[src/rtl/prog_clk_divider_pkg.sv]
// Shared definitions for the programmable clock divider: divisor clamping,
// high-phase length and the per-channel state encoding.
// Build option: CLKDIV_SYNC_EN (adds the sync_pulse phase-align input on the top).
package clkdiv_pkg;

    localparam int CNT_W_DEFAULT = 16;
    localparam int MIN_DIV       = 2;

    typedef enum logic [1:0] {
        IDLE     = 2'd0,
        RUN      = 2'd1,
        STOPPING = 2'd2
    } ch_state_e;

    // Divisors below MIN_DIV cannot form a high and a low phase, so they are clamped
    function automatic logic [31:0] eff_div(input logic [31:0] d);
        return (d < 32'(MIN_DIV)) ? 32'(MIN_DIV) : d;
    endfunction

    // ceil(D/2): odd divisors put the extra cycle in the high phase
    function automatic logic [31:0] high_len(input logic [31:0] d);
        return (eff_div(d) + 32'd1) >> 1;
    endfunction

endpackage

[src/rtl/prog_clk_divider_if.sv]
// Control/status bundle for prog_clk_divider: divisor write port, run requests
// and the per-channel divided clock, tick and running outputs.
// Build option: CLKDIV_SYNC_EN (sync_pulse is a plain top-level port, not part of this bundle).
interface prog_clk_divider_if #(
    parameter int NUM_CH = 4,
    parameter int CNT_W  = 16,
    parameter int SEL_W  = (NUM_CH > 1) ? $clog2(NUM_CH) : 1
);
    logic              div_we;
    logic [SEL_W-1:0]  div_sel;
    logic [CNT_W-1:0]  div_data;
    logic [NUM_CH-1:0] ch_en;
    logic [NUM_CH-1:0] O_CLK;
    logic [NUM_CH-1:0] O_TICK;
    logic [NUM_CH-1:0] O_RUN;

    modport master (
        output div_we, div_sel, div_data, ch_en,
        input  O_CLK, O_TICK, O_RUN
    );

    modport slave (
        input  div_we, div_sel, div_data, ch_en,
        output O_CLK, O_TICK, O_RUN
    );
endinterface

[src/rtl/prog_clk_divider_channel.sv]
// One divider channel: period counter, shadow divisor register and run FSM.
// O_CLK/O_TICK are registered from the next-state counter so they never come
// straight off a comparator.
// Build option: CLKDIV_SYNC_EN (when undefined the top ties sync_pulse low).
//
//   state    | meaning
//   ---------+-------------------------------------------------------------
//   IDLE     | stopped, cnt held at 0, outputs low, pending divisor applied
//   RUN      | counting periods, ch_en high
//   STOPPING | ch_en low, finishing current period, goes IDLE at the wrap
module clkdiv_channel
    import clkdiv_pkg::*;
#(
    parameter int CNT_W       = CNT_W_DEFAULT,
    parameter int DEFAULT_DIV = 20
) (
    input  logic             I_CLK,
    input  logic             Rst,
    input  logic             ch_en,
    input  logic             sync_pulse,
    input  logic             wr_en,
    input  logic [CNT_W-1:0] wr_data,
    output logic             o_clk,
    output logic             o_tick,
    output logic             o_run
);

    localparam logic [1:0] ST_IDLE     = IDLE;
    localparam logic [1:0] ST_RUN      = RUN;
    localparam logic [1:0] ST_STOPPING = STOPPING;

    logic [1:0]       state, state_nxt;
    logic [CNT_W-1:0] cnt, cnt_nxt;
    logic [CNT_W-1:0] cur_div, div_nxt;
    logic [CNT_W-1:0] pend_div;
    logic             pend_valid;
    logic             clk_nxt, tick_nxt;
    logic             is_idle, wrap, sync_hit, apply;
    logic [31:0]      d_cur, d_nxt, h_nxt;

    // Next-state, divisor-apply and next-output decode
    always_comb begin
        is_idle   = (state == ST_IDLE);
        d_cur     = eff_div(32'(cur_div));
        wrap      = !is_idle && (32'(cnt) == d_cur - 32'd1);
        sync_hit  = sync_pulse && !is_idle;
        apply     = pend_valid && (is_idle || wrap || sync_hit);
        div_nxt   = apply ? pend_div : cur_div;
        d_nxt     = eff_div(32'(div_nxt));
        h_nxt     = high_len(32'(div_nxt));

        state_nxt = state;
        cnt_nxt   = '0;
        clk_nxt   = 1'b0;
        tick_nxt  = 1'b0;

        if (is_idle) begin
            if (ch_en) begin
                state_nxt = ST_RUN;
                clk_nxt   = 1'b1;
            end
        end else if (wrap && !ch_en) begin
            // Stopping wins over a simultaneous sync so the period is not restarted
            state_nxt = ST_IDLE;
        end else begin
            state_nxt = ch_en ? ST_RUN : ST_STOPPING;
            cnt_nxt   = (wrap || sync_hit) ? '0 : cnt + CNT_W'(1);
            clk_nxt   = 32'(cnt_nxt) < h_nxt;
            tick_nxt  = 32'(cnt_nxt) == d_nxt - 32'd1;
        end
    end

    // Channel registers, synchronous reset
    always_ff @(posedge I_CLK) begin
        if (Rst) begin
            state      <= ST_IDLE;
            cnt        <= '0;
            cur_div    <= CNT_W'(DEFAULT_DIV);
            pend_div   <= CNT_W'(DEFAULT_DIV);
            pend_valid <= 1'b0;
            o_clk      <= 1'b0;
            o_tick     <= 1'b0;
        end else begin
            state   <= state_nxt;
            cnt     <= cnt_nxt;
            cur_div <= div_nxt;
            o_clk   <= clk_nxt;
            o_tick  <= tick_nxt;
            // A write on the apply edge lands in the shadow for the next period
            if (wr_en) begin
                pend_div   <= wr_data;
                pend_valid <= 1'b1;
            end else if (apply) begin
                pend_valid <= 1'b0;
            end
        end
    end

    assign o_run = (state != ST_IDLE);

endmodule

[src/rtl/prog_clk_divider.sv]
// Multi-channel runtime-programmable clock divider. Decodes divisor writes to
// one channel and instantiates NUM_CH independent clkdiv_channel blocks.
// Build option: CLKDIV_SYNC_EN adds sync_pulse, which restarts every running
// channel at cnt=0 on the same edge.
module prog_clk_divider
    import clkdiv_pkg::*;
#(
    parameter int NUM_CH      = 4,
    parameter int CNT_W       = CNT_W_DEFAULT,
    parameter int DEFAULT_DIV = 20
) (
    input  logic I_CLK,
    input  logic Rst,
`ifdef CLKDIV_SYNC_EN
    input  logic sync_pulse,
`endif
    prog_clk_divider_if.slave bus
);

    logic              sync_i;
    logic [NUM_CH-1:0] ch_we;
    logic [NUM_CH-1:0] clk_v, tick_v, run_v;

`ifdef CLKDIV_SYNC_EN
    assign sync_i = sync_pulse;
`else
    assign sync_i = 1'b0;
`endif

    // One-hot write decode; out-of-range channel selects are dropped
    always_comb begin
        ch_we = '0;
        for (int i = 0; i < NUM_CH; i++) begin
            if (bus.div_we && (32'(bus.div_sel) == 32'(i))) begin
                ch_we[i] = 1'b1;
            end
        end
    end

    for (genvar i = 0; i < NUM_CH; i++) begin : g_ch
        clkdiv_channel #(
            .CNT_W       (CNT_W),
            .DEFAULT_DIV (DEFAULT_DIV)
        ) u_ch (
            .I_CLK      (I_CLK),
            .Rst        (Rst),
            .ch_en      (bus.ch_en[i]),
            .sync_pulse (sync_i),
            .wr_en      (ch_we[i]),
            .wr_data    (bus.div_data),
            .o_clk      (clk_v[i]),
            .o_tick     (tick_v[i]),
            .o_run      (run_v[i])
        );
    end

    assign bus.O_CLK  = clk_v;
    assign bus.O_TICK = tick_v;
    assign bus.O_RUN  = run_v;

endmodule

[src/flat_wrapper.sv]
// flat-port wrapper written by rule: the top's interface ports become plain ports
module prog_clk_divider_flat import clkdiv_pkg::*;
#(
    parameter int NUM_CH      = 4,
    parameter int CNT_W       = CNT_W_DEFAULT,
    parameter int DEFAULT_DIV = 20
)
  (I_CLK, Rst, bus_div_we, bus_div_sel, bus_div_data, bus_ch_en, bus_O_CLK, bus_O_TICK, bus_O_RUN);
  prog_clk_divider_if #(.NUM_CH(NUM_CH), .CNT_W(CNT_W)) bus_i ();
  input  logic I_CLK;
  input  logic Rst;
  input wire logic [$bits(bus_i.div_we)-1:0] bus_div_we;
  input wire logic [$bits(bus_i.div_sel)-1:0] bus_div_sel;
  input wire logic [$bits(bus_i.div_data)-1:0] bus_div_data;
  input wire logic [$bits(bus_i.ch_en)-1:0] bus_ch_en;
  output wire logic [$bits(bus_i.O_CLK)-1:0] bus_O_CLK;
  output wire logic [$bits(bus_i.O_TICK)-1:0] bus_O_TICK;
  output wire logic [$bits(bus_i.O_RUN)-1:0] bus_O_RUN;
  assign bus_i.div_we = bus_div_we;
  assign bus_i.div_sel = bus_div_sel;
  assign bus_i.div_data = bus_div_data;
  assign bus_i.ch_en = bus_ch_en;
  assign bus_O_CLK = bus_i.O_CLK;
  assign bus_O_TICK = bus_i.O_TICK;
  assign bus_O_RUN = bus_i.O_RUN;
  prog_clk_divider #(.NUM_CH(NUM_CH), .CNT_W(CNT_W), .DEFAULT_DIV(DEFAULT_DIV)) u_core (.I_CLK(I_CLK), .Rst(Rst), .bus(bus_i));
endmodule
[config.mk]
export PLATFORM = sky130hd
export DESIGN_NAME = prog_clk_divider_flat
export DESIGN_NICKNAME = d
export VERILOG_FILES = /design/src/rtl/prog_clk_divider_pkg.sv /design/src/rtl/prog_clk_divider_if.sv /design/src/rtl/prog_clk_divider_channel.sv /design/src/rtl/prog_clk_divider.sv /design/src/flat_wrapper.sv
export SDC_FILE = /design/constraint.sdc
export NUM_CORES = 1
export LEC_CHECK = 0
export BUFFER_PORTS_ARGS = -buffer_cell sky130_fd_sc_hd__buf_2
export CORE_MARGIN = 3
export CORE_UTILIZATION = 50
export CTS_CLUSTER_DIAMETER = 30
export DETAILED_ROUTE_END_ITERATION = 8
export GPL_ROUTABILITY_DRIVEN = 0
export GPL_TIMING_DRIVEN = 0
export PLACE_DENSITY = 0.66
export SLEW_MARGIN = 20
export SYNTH_ARGS = -nofsm -noshare
export SYNTH_HDL_FRONTEND = slang
export SYNTH_SLANG_ARGS = --single-unit
export TNS_END_PERCENT = 5
[constraint.sdc]
create_clock -name I_CLK -period 12.2 [get_ports I_CLK]
set_input_delay 2.44 -clock I_CLK [delete_from_list [all_inputs] [get_ports I_CLK]]
set_output_delay 2.44 -clock I_CLK [all_outputs]
set_load 0.02 [all_outputs]
==> qor.yml <==
status:
  status: "completed"
final_layout:
  nets: 2473
  final_cell_mix: "nand2_1, nor2_1, dfxtp_1, xor2_1"
  area_growth_pct: 15.26
  final_area_sq_um: 19710
  final_common_cell: "nand2_1"
  layout-drive-gt1-share_pct: 9.926
placed_design:
  placed_cell_area_sq_um: 17840
  portBuffers: 35
  hpwl_microns: 41520
worst_setup_path:
  path_buf_inv: 4
  path_common_cell: "o21ai_0"
  path_class: "register to register"
  crit_fanout: 10
  cpPeakStageDelay_ps: 690
  reg2reg_from: "u_core.g_ch[0].u_ch.cur_div[12]"
  slowest_stage: "nor4_1"
  cp.required_ps: 12700
  reg2reg_depth: 36
  path_delay_family: "simple AND/OR/NAND/NOR gates"
  worstPathArrival_ps: 9500
  startpoint_type: "register"
  crit-reg2reg-capture: "u_core.g_ch[0].u_ch.o_clk"
  r2r_slack_ps: 3200
  cp-end-kind: "register"
power:
  p_leak_nw: 7.871
  power.total_w: 0.002293
  peakVddDrop_mv: 0.1411
  power.density_nw_per_um2: 116.3
min_path:
  whs_path_depth: 2
  hold_path.startpoint: "u_core.g_ch[1].u_ch.pend_div[10]"
  min_path_type: "register to register"
  worst_hold_path.endpoint: "u_core.g_ch[1].u_ch.pend_div[10]"
synth:
  syn_area_sq_um: 17100
  synthTopCellsByArea: "dfxtp_1, xor2_1, xnor2_1"
  seq_area_frac_synth_pct: 24.82
  synth.avg_cell_area_sq_um: 7.497
  synth_seq_cells: 212
  synth_top_area_share_pct: 24.82
  ys_warn_count: 0
  syn_inst: 2281
  syn-num-nets: 2382
  synthArstFlopShare_pct: 0
  yosysTopAreaCell: "dfxtp_1"
  yosys_most_used_dff: "dfxtp_1"
  synth.distinct_cells: 90
  synth_edf_count: 0
floorplan:
  core_sq_um: 33620
  initial_core_util_pct: 50.87
  die_w_microns: 190.9
  rows: 67
  die_h_microns: 190.9
  die_area_sq_um: 36460
  ioPinCount: 37
detailed_routing:
  first_iter_violations: 1808
  wire_per_inst_microns: 19.04
  dr.pass1.iters: 6
  num_vias: 17394
  drt-total-wl_microns: 54590
  avgViaCountPerCell: 6.067
  remaining_drc_errors: 0
  ant_nets: 0
cts:
  htree_levels: 2
  ctsHoldBuffers: 0
  cts_tree: "built"
  cts.repair.resized: 0
  postCtsSetupBuffers: 0
  cts.sinks: 212
  clk_root_buffer_cell: "clkbuf_16"
  clock_latency_ps: 600
  clock_path_buffers: 3
  clk_pin_slew_ps: 50
  cts_buffers: 54
grt:
  grt_pass1_vias: 16353
  gr-usage-all-layers_pct: 29.51
  grt_max_degree: 16
  overflow: 0
  antenna_found_initial: 2
  grt_pass1_wl_microns: 86830
timing:
  final_max_slew_viol_count: 0
  worst_pin_slew_ps: 986.2
  slew_headroom_pct: 33.81
  hold_viol_final: 0
  fin_crit_ps: 8996
  rsz0062_at_grt: "no"
  clock-skew-final_ps: 23.82
  tns_ps: 0
  fmax_mhz: 111.2
  finalSetupViolCount: 0
  min_period_over_period_pct: 73.74
job:
  drv_cap: 0
registers in the layout (all words and copies together) (netlist names):
register,flops
u_core.g_ch.u_ch.state,8
u_core.g_ch.u_ch.pend_div,64
u_core.g_ch.u_ch.o_tick,4
u_core.g_ch.u_ch.cur_div,64
u_core.g_ch.u_ch.o_clk,4
u_core.g_ch.u_ch.pend_valid,4
u_core.g_ch.u_ch.cnt,64
area by class of cell:
class | count | area, sq um
diodes | 1 | 2.502
plain buffers | 154 | 698.2
clock buffers | 60 | 1424
clock inverters | 42 | 427.9
fillers | 3158 | 13900
inverters | 50 | 187.7
multi-input cells | 1865 | 11990
flip-flops and latches | 212 | 4244
well taps | 448 | 560.5
repair buffers | 35 | 175.2
metal layers:
layer / share of wire, % / wire length, microns / global-route usage [%] / up-vias
li1: - / - / - / 8264
met4: 3.8 / 2050 / 11.94 / 2
met5: 0.024 / 13 / 0 / -
met2: 44 / 23910 / 46.28 / 754
met1: 44 / 24100 / 40.18 / 8193
met3: 8.3 / 4510 / 5.226 / 181
synthesized netlist by cell type (7+ instances only):
cell type and count:
nand2_1 268, nor2_1 257, dfxtp_1 212, xor2_1 130
nor3_1 129, xnor2_1 129, a21oi_1 127, clkbuf_1 103
nand3_1 89, ha_1 76, o21ai_0 73, mux2i_1 71
inv_1 50, nor4_1 39, nand2b_1 37, or3_1 34
and3_1 32, nand4_1 31, nor2b_1 30, a31oi_1 27
buf_2 23, nand3b_1 20, o31ai_1 19, or4_1 16
nor3b_1 15, or2_2 13, buf_4 12, and2_1 10
a211oi_1 9, buf_1 9, o2111ai_1 9, a21boi_0 8
a21o_1 8, mux2_2 8, nor4b_1 8, a211o_1 7
o211ai_1 7, o221ai_1 7
how the worst max path moves through the flow:
stage / end / start / depth (start not counted) / slack (ps)
3_5_place_dp: u_core.g_ch[0].u_ch.o_clk / u_core.g_ch[0].u_ch.cur_div[12] / 36 / 3460
5_1_grt: u_core.g_ch[0].u_ch.o_clk / u_core.g_ch[0].u_ch.cur_div[12] / 36 / 2390
2_1_floorplan: u_core.g_ch[1].u_ch.o_clk / u_core.g_ch[1].u_ch.cur_div[4] / 36 / 5420
4_1_cts: u_core.g_ch[0].u_ch.o_clk / u_core.g_ch[0].u_ch.cur_div[12] / 36 / 3410
6_report: u_core.g_ch[0].u_ch.o_clk / u_core.g_ch[0].u_ch.cur_div[12] / 36 / 3200
3_3_place_gp: u_core.g_ch[0].u_ch.o_clk / u_core.g_ch[0].u_ch.cur_div[12] / 36 / 3450
worst reg2reg max path, delay by kind of cell (launching register included):
kind,cells,cell delay (ps)
adder cells (fa/ha/maj),3,740
buffers and inverters,4,1280
AND/OR/NAND/NOR,14,3870
XOR/XNOR,1,160
AO/OA/AOI/OAI,14,2520
flip-flops,1,300
kinds of logic (layout without fill, tap and decap cells):
logic type | count (synthesis) | after routing | synth area share, %
and+or+nand+nor | 1060 | 1060 | 30.76
AOI/OAI and AO/OA | 380 | 380 | 14.64
xor gates and xnor gates | 259 | 259 | 13.26
DFF | 212 | 212 | 24.82
buffers and inverters | 204 | 341 | 5.180
muxes | 90 | 90 | 5.780
adders and majority gates | 76 | 76 | 5.560
other | 0 | 1 | 0
report_power, final:
part	switching [W]	total [W]	leakage, nW	internal (W)
Sequential	0.0000131	0.000720	1.72	0.000707
Combinational	0.0000973	0.000146	5.28	0.0000485
Clock	0.000506	0.00143	0.871	0.000921
through the flow:
step           setup slack, ps  instances  utilization, %  hold slack [ps]
3_3_place_gp              3450       2764           53.06            463.6
6_report                  3204       2867           58.64            480.0
5_1_grt                   2390       2866           58.63            508.4
3_5_place_dp              3456       2764           53.07            474.8
4_1_cts                   3405       2866           58.57            481.8
2_1_floorplan             5416       2281               -            443.1
(Power assumes the default switching activity.)
